### config.mk
export PLATFORM = sky130hd
export DESIGN_NAME = jht_update_ctrl
export DESIGN_NICKNAME = d
export VERILOG_FILES = /design/src/rtl/jht_update_ctrl.sv
export SDC_FILE = /design/constraint.sdc
export NUM_CORES = 1
export LEC_CHECK = 0
export ABC_AREA = 0
export CORE_ASPECT_RATIO = 1.25
export CORE_MARGIN = 5
export CORE_UTILIZATION = 45
export DETAILED_ROUTE_END_ITERATION = 8
export PLACE_DENSITY = 0.66
export SYNTH_ARGS = -nofsm -noshare
export SYNTH_HDL_FRONTEND = slang
export SYNTH_SLANG_ARGS = --single-unit
### constraint.sdc
create_clock -name clk -period 11.9 [get_ports clk]
set_input_delay 1.785 -clock clk [delete_from_list [all_inputs] [get_ports clk]]
set_output_delay 1.785 -clock clk [all_outputs]
set_load 0.05 [all_outputs]
### src/rtl/jht_update_ctrl.sv
// Jump history table update controller.
// Buffers up to two executed-jump updates per cycle, drains one per cycle to
// the table's single write port, and runs the table-clear sweep after reset
// and after every flush.
module jht_update_ctrl #(
  parameter int SET_NUM    = 8,
  parameter int FIFO_DEPTH = 4,
  parameter int INDEX_BITS = $clog2(SET_NUM)
) (
  input  logic                          clk,
  input  logic                          resetn,
  input  logic                          flush,
  input  logic                          upd0_valid,
  input  logic [31:0]                   upd0_pc,
  input  logic [31:0]                   upd0_dest,
  input  logic                          upd1_valid,
  input  logic [31:0]                   upd1_pc,
  input  logic [31:0]                   upd1_dest,
  output logic                          tbl_we,
  output logic [31:0]                   tbl_pc,
  output logic [31:0]                   tbl_dest,
  output logic                          tbl_clr,
  output logic [INDEX_BITS-1:0]         tbl_clr_index,
  output logic                          init_done,
  output logic [$clog2(FIFO_DEPTH):0]   fifo_count,
  output logic [15:0]                   drop_cnt
);

  localparam int PW = $clog2(FIFO_DEPTH);
  localparam int CW = PW + 1;
  localparam logic [INDEX_BITS-1:0] LAST_IDX = INDEX_BITS'(SET_NUM - 1);

  typedef struct packed {
    logic [31:0] pc;
    logic [31:0] dest;
  } upd_t;

  typedef enum logic [1:0] {
    S_INIT  = 2'd0,
    S_RUN   = 2'd1,
    S_FLUSH = 2'd2
  } state_t;

  state_t                state, state_nxt;
  logic [INDEX_BITS-1:0] idx, idx_nxt;

  upd_t                  mem [FIFO_DEPTH];
  logic [PW-1:0]         rd_ptr, wr_ptr;
  logic [CW-1:0]         count;

  logic                  run;
  logic                  enq_en;
  logic                  coal;
  logic                  need0, need1;
  logic [1:0]            n_need, n_acc, n_drop;
  logic [CW:0]           free;
  upd_t                  e0, e1, head;
  logic [16:0]           drop_sum;

  // FSM state and sweep index register
  always_ff @(posedge clk or negedge resetn) begin
    if (!resetn) begin
      state <= S_INIT;
      idx   <= '0;
    end else begin
      state <= state_nxt;
      idx   <= idx_nxt;
    end
  end

  // Next state: sweep SET_NUM sets, then run; flush restarts the sweep
  always_comb begin
    state_nxt = state;
    idx_nxt   = idx;
    case (state)
      S_INIT, S_FLUSH: begin
        if (flush) begin
          idx_nxt = '0;
        end else if (idx == LAST_IDX) begin
          state_nxt = S_RUN;
          idx_nxt   = '0;
        end else begin
          idx_nxt = idx + INDEX_BITS'(1);
        end
      end
      S_RUN: begin
        if (flush) begin
          state_nxt = S_FLUSH;
          idx_nxt   = '0;
        end
      end
      default: begin
        state_nxt = S_INIT;
        idx_nxt   = '0;
      end
    endcase
  end

  // Table-facing outputs are derived from registered state only
  always_comb begin
    run           = (state == S_RUN);
    tbl_clr       = !run;
    tbl_clr_index = idx;
    init_done     = run;
    head          = mem[rd_ptr];
    tbl_we        = run && (count != '0);
    tbl_pc        = tbl_we ? head.pc   : 32'd0;
    tbl_dest      = tbl_we ? head.dest : 32'd0;
    fifo_count    = count;
  end

  // Enqueue decision: coalesce same-pc pairs, keep program order, drop overflow
  always_comb begin
    enq_en = run && !flush;
    coal   = upd0_valid && upd1_valid && (upd0_pc == upd1_pc);
    need0  = upd0_valid;
    need1  = upd1_valid && !coal;
    n_need = {1'b0, need0} + {1'b0, need1};
    free   = (CW+1)'(FIFO_DEPTH) - {1'b0, count} + {{CW{1'b0}}, tbl_we};

    // Youngest surviving entry goes second; a coalesced pair keeps pipe-1's dest
    e0 = upd0_valid ? '{pc: upd0_pc, dest: (coal ? upd1_dest : upd0_dest)}
                    : '{pc: upd1_pc, dest: upd1_dest};
    e1 = '{pc: upd1_pc, dest: upd1_dest};

    n_acc = 2'd0;
    if (enq_en) begin
      if (free >= (CW+1)'(2))      n_acc = n_need;
      else if (free == (CW+1)'(1)) n_acc = (n_need != 2'd0) ? 2'd1 : 2'd0;
      else                         n_acc = 2'd0;
    end
    n_drop   = enq_en ? (n_need - n_acc) : 2'd0;
    drop_sum = {1'b0, drop_cnt} + {15'd0, n_drop};
  end

  // FIFO pointers, occupancy and drop counter
  always_ff @(posedge clk or negedge resetn) begin
    if (!resetn) begin
      rd_ptr   <= '0;
      wr_ptr   <= '0;
      count    <= '0;
      drop_cnt <= '0;
    end else begin
      if (flush) begin
        rd_ptr <= '0;
        wr_ptr <= '0;
        count  <= '0;
      end else begin
        if (tbl_we) rd_ptr <= rd_ptr + PW'(1);
        wr_ptr <= wr_ptr + PW'(n_acc);
        count  <= count + CW'(n_acc) - CW'(tbl_we);
      end
      drop_cnt <= drop_sum[16] ? 16'hFFFF : drop_sum[15:0];
    end
  end

  // FIFO storage: up to two writes per cycle at consecutive slots
  always_ff @(posedge clk or negedge resetn) begin
    if (!resetn) begin
      for (int i = 0; i < FIFO_DEPTH; i++) mem[i] <= '0;
    end else begin
      if (n_acc != 2'd0) mem[wr_ptr] <= e0;
      if (n_acc == 2'd2) mem[wr_ptr + PW'(1)] <= e1;
    end
  end

endmodule
## Yosys cells after proc, flatten, opt, wreduce, memory -nomap -nowiden

Cells that the tools add are included.

- Bitwise logic cells: 3
- Magnitude comparators: 6
- Add/sub/neg operators: 11
- Reductions and logical operators: 17
- Multipliers: 0
- Div/mod/pow operators: 0
- Equal/unequal tests: 9
- Muxes and demuxes: 33
- Shift-type cells: 0

Operator list:

| operator | count |
|---|---|
| 256-bit bitwise mux | 2 |
| 256-bit two-way mux | 2 |
| 64-bit two-way mux | 5 |
| 64-bit demux with 2-bit select | 2 |
| 64-bit binary-select mux with 2-bit select | 1 |
| 32-bit two-way mux | 3 |
| 32-bit equality test | 1 |
| 2-bit two-way mux | 9 |
| 16-bit by 2-bit adder with 17-bit output | 1 |
| 16-bit two-way mux | 1 |
| 3-bit two-way mux | 4 |
| 3-bit >= comparator, second input constant | 3 |
| 2-bit inverter with 3-bit output | 3 |
| 1-bit logical AND | 7 |
| 3-bit by 1-bit < comparator with 1-bit output, second input constant | 2 |
| 2-bit inequality test, second input constant | 3 |
| 3-bit one-hot mux with 2 select lines | 1 |
| 2-bit nonzero test | 3 |
| 2-bit by 1-bit adder with 2-bit output, second input constant | 2 |
| 4-bit by 1-bit adder with 4-bit output | 1 |
| 2-bit equality test, second input constant | 2 |
| 4-bit by 1-bit equality test with 1-bit output, second input constant | 1 |
| 4-bit by 2-bit >= comparator with 1-bit output, second input constant | 1 |
| 2-bit one-hot mux with 2 select lines | 1 |
| 15 further kinds | 18 |

- Logic and storage cells: 93
- Bits of input ports: 133
- Bits in latches: 0
- Output and inout bits: 89
- Memory bits (writable): 0
- Memories kept: 0
- ROM bits: 0
- Bits in registers: 284

## Longest topological paths before layout

- Depth after elaboration: 14
- Mapped depth: 25
- Depth with buffers taken out: 22

## Least setup slack after synthesis

Ideal clock, no wire load.

- Path type: input to register
- Start point: input port upd0_pc[13]
- End point: register drop_cnt[10]
- Required time: 11.832 ns
- Data arrival time: 5.932 ns
- Library setup time: 0.068 ns
- Path buffers: 1
- Stages on the path: 23
- Slack: 5.900 ns
- Cells stage by stage: xnor2_1 > nand4_1 > nor4_2 > nand4bb_1 > nand2_1 > ha_1 > inv_1 > nor2_1 > a21oi_1 > nand2b_1 > inv_1 > ha_1 > nor2_1 > ha_1 > inv_1 > fa_1 > and3b_1 > nand3_1 > nor3_1 > nand3_1 > or2_2 > clkbuf_1 > nand2_1

- Longest elaborated chain between the ends: 14

RTL lines:

| what | line | text |
|---|---|---|
| start: declaration | 14 | `input logic [31:0] upd0_pc,` |
| 32-bit equality test * | 115 | `coal = upd0_valid && upd1_valid && (upd0_pc == upd1_pc);` |
| 1-bit logical AND * | 115 |  |
| 1-bit logical NOT * | 117 | `need1 = upd1_valid && !coal;` |
| 1-bit logical AND * | 117 |  |
| 1-bit by 1-bit adder with 2-bit output * | 118 | `n_need = {1'b0, need0} + {1'b0, need1};` |
| 2-bit nonzero test | 129 | `else if (free == (CW+1)'(1)) n_acc = (n_need != 2'd0) ? 2'd1 : 2'd0;` |
| 1-bit two-way mux (2 in series) | 129 |  |
| 2-bit two-way mux | 128 | `if (free >= (CW+1)'(2)) n_acc = n_need;` |
| 2-bit two-way mux | 127 | `if (enq_en) begin` |
| 2-bit subtractor * | 132 | `n_drop = enq_en ? (n_need - n_acc) : 2'd0;` |
| 2-bit two-way mux * | 132 |  |
| 16-bit by 2-bit adder with 17-bit output * | 133 | `drop_sum = {1'b0, drop_cnt} + {15'd0, n_drop};` |
| 16-bit two-way mux * | 153 | `drop_cnt <= drop_sum[16] ? 16'hFFFF : drop_sum[15:0];` |
| end signal: assignment | 153 |  |
| end: declaration | 26 | `output logic [15:0] drop_cnt` |

Every way passes the cells marked *; elsewhere a longest branch is shown, timed or not.
A chain may end at the register's enable or synchronous reset.

## Final worst setup path

- Start point: input port upd0_pc[4]
- End point: register drop_cnt[0]

Same word-level chain as after synthesis.

==> results.txt <==
Layout cell share with drive strength beyond 1 = 0.1020
Max Cap Viol = 0
Drt via density = 6.327
First-pass GRT wire length = 78280 um
CP Data Arrival Time = 8.00 ns
Critical Path RT = 12.38 ns
ANT nets after route = 0
Slew @ Worst Pin = 1.074 ns
Hold crit path type = reg -> reg
DIE HEIGHT = 212.5 um
Period utilisation layout = 0.6318
Post-synthesis cell area = 14760 um2
Total power = 2156 uW
Worst ir drop on vdd = 94.78 uV
Final setup viols = 0
# hold bufs at CTS = 0
# nets final = 1765
Sink Count = 284
Drt pass-1 iters = 7
Vias in the first global route = 13640
Worst r2r dst = drop_cnt[0]
Row count = 74
Post-synth EDFFs = 0
Most common cell after layout, fill and taps aside = dfrtp_1
R2R setup slack = 6.81 ns
Most frequent cells in the layout = dfrtp_1, clkdlybuf4s50_1, nand2_1, nor2_1, a21oi_1
Gp weighted congestion = 0.7928
Layout area overhead = 23.97%
TritonCTS clock tree = done
Buf/Inv on CP = 4
Post-synth ARST share = 1.000
Post-synth cell types = 42
Routed wire length = 50320 um
Leak = 0.007738 uW
Total congestion overflow = 0
Slowest CP cell = nor4_2
Vias = 13030
Total CTS buffers = 29
Final hold vios = 0
Post-CTS Resized = 0
Fmax = 0.1330 GHz
Detailed placer's ending HPWL = 29170 um
Setup crit end = drop_cnt[0]
Setup CP Type = in -> reg
CP endpoint kind = register
CP max FO = 13
# DRC = 0
Max Root-Sink Buffers = 3
Min-delay src = mem[92]
Core area = 32500 um2
Sequential fraction of the synthesis area = 0.4816
Full die area = 36530 um2
Clk Latency, worst-skew pair = 0.54 ns
Crit-path max cell delay = 0.95 ns
Register clock-pin slew on the reported worst setup and hold paths = 0.06 ns
Wirelength per Cell = 24.43 um
TNS Setup = 0 ns
Max H-tree Level = 1
Critical-path cell list = clkdlybuf4s50_1, xnor2_1, nand4_1, nor4_2, nand4bb_1, nand2_1, ha_1, inv_1, nor2_1, a21oi_1, nand2b_1, inv_1, ha_1, nor2_1, ha_1, inv_1, fa_1, and3b_1, nand3_1, nor3_1, nand3_1, or2_2, nand2b_1
Port bufs = 221
Final Max Tran Viols = 0
Area occupied by multi-input gates = 7097 um2
Syn avg cell area = 10.13 um2
Crit start category = input port
Cells after Synth = 1457
Shortest period the worst path allows = 7.518 ns
Root Driver = clkbuf_16
Primary FF master, synth = dfrtp_1
Outcome = completed
Synthesized Nets = 1605
Worst reg-to-reg path cell count = 22
Fill cell total of the finished layout = 2825
Clock skew = 0.007212 ns
Worst r2r src = state[0]
GRT Resource Usage Total = 0.2711
# IOs = 222
Largest net degree at the start of global routing = 86
Initial antenna violation count = 4
Starting Density = 0.4540
Crit path depth = 23
RSZ-0062 raised after global routing = false
CP top delay family = simple AND/OR/NAND/NOR gates
Detailed Route Iter0 Violations = 1383
Die width = 172.0 um
Postcts setup bufs = 0
Setup crit start = upd0_pc[4]
PD cells = 117.8 nW/um2
#FFs+latches synth = 284
YS warnings = 0
FF/Latch Area = 7112 um2
Relative slew margins = 0.2843
worst reg2reg max path, cell delays in order, from the launching register on:
cell and delay [ns]:
dfrtp_1 0.40, nor2b_1 0.52, nand2b_2 0.12, ha_1 0.23, inv_1 0.06, ha_1 0.15
nand4bb_1 0.24, a21oi_1 0.33, nor2_1 0.07, a21oi_1 0.11, nand2b_1 0.13, inv_1 0.07
ha_1 0.28, nor2_1 0.12, ha_1 0.19, inv_1 0.06, fa_1 0.42, and3b_1 0.27
nand3_1 0.14, nor3_1 0.40, nand3_1 0.18, or2_2 0.44, nand2b_1 0.11
per-stage QoR:
stage                     std cells  hold WS (ns)  worst slack (ns)  instance area (um2)  utilization
final                          2060        0.4841             4.382                18290       0.5629
after global routing           2058        0.4975             3.968                18290       0.5627
after global placement         2004        0.4629             4.007                17330       0.5334
after CTS                      2056        0.4867             4.414                18280       0.5626
after floorplan                1457        0.4505             5.900                14760            -
after detailed placement       2004        0.4707             3.882                17330       0.5334
metal layers:
| metal | vias to the layer above | track usage | wire (um) |
|---|---|---|---|
| li1 | 5681 | - | - |
| met1 | 6571 | 0.3574 | 19540 |
| met2 | 669 | 0.4522 | 24930 |
| met3 | 108 | 0.05170 | 4309 |
| met4 | 4 | 0.09056 | 1522 |
| met5 | - | 0 | 27 |
how the worst min path moves through the flow:
stage | endpoint | slack (ns) | depth (start not counted)
6_report | mem[92] | 0.48 | 2
4_1_cts | mem[94] | 0.49 | 2
2_1_floorplan | mem[64] | 0.45 | 2
3_5_place_dp | mem[94] | 0.47 | 2
3_3_place_gp | mem[18] | 0.46 | 2
5_1_grt | mem[92] | 0.50 | 2
where the power goes:
group / total (uW) / internal, uW / switching, uW / leakage, uW
registers: 1020 / 1000 / 19.0 / 0.00392
clock network: 920 / 533 / 386 / 0.000464
logic: 217 / 110 / 106 / 0.00336
total: 2160 / 1640 / 512 / 0.00774
sequential cells by signal, indices dropped and copies added, names as in the netlist:
| signal | count |
|---|---|
| rd_ptr | 2 |
| mem | 256 |
| wr_ptr | 2 |
| tbl_clr_index | 3 |
| drop_cnt | 16 |
| fifo_count | 3 |
| state | 2 |
area by class of cell:
cell class / instances / area share
sequential: 284 / 0.3888
multi-input combinational: 1003 / 0.3880
timing repair buffer: 247 / 0.1316
clock buffer: 43 / 0.04637
tap: 418 / 0.02859
inverter: 52 / 0.01067
clock inverter: 9 / 0.005472
antenna: 4 / 0.0005472
synth_stat cells, types with 5 or more instances:
cell type	instances	area, um2
o21ai_0	5	25.02
a21oi_1	134	670.6
xor2_1	30	262.8
mux4_2	64	1441
nand3_1	11	55.05
clkbuf_1	77	289.0
o221ai_1	128	1121
nor2b_1	72	450.4
ha_1	13	162.7
buf_2	32	160.2
nand2_1	193	724.4
buf_1	9	33.78
inv_1	52	195.2
nor2_1	146	548.0
nand4_1	8	50.05
xnor2_1	20	175.2
nor4_1	5	31.28
dfrtp_1	284	7107
o22ai_1	129	807.0
kinds of logic (layout without fill, tap and decap cells):
kind of cell    Yosys count  in the layout  share of synthesized area
buf+inv                 170            351                    0.04596
other cells               0              4                          0
flops                   284            284                     0.4816
mux                      64             64                    0.09768
xor+xnor                 50             50                    0.02968
compound gates          418            418                     0.1945
fa+ha+maj                15             15                    0.01374
simple gates            456            456                     0.1368
Note: power is estimated with default switching activity, not from simulation.
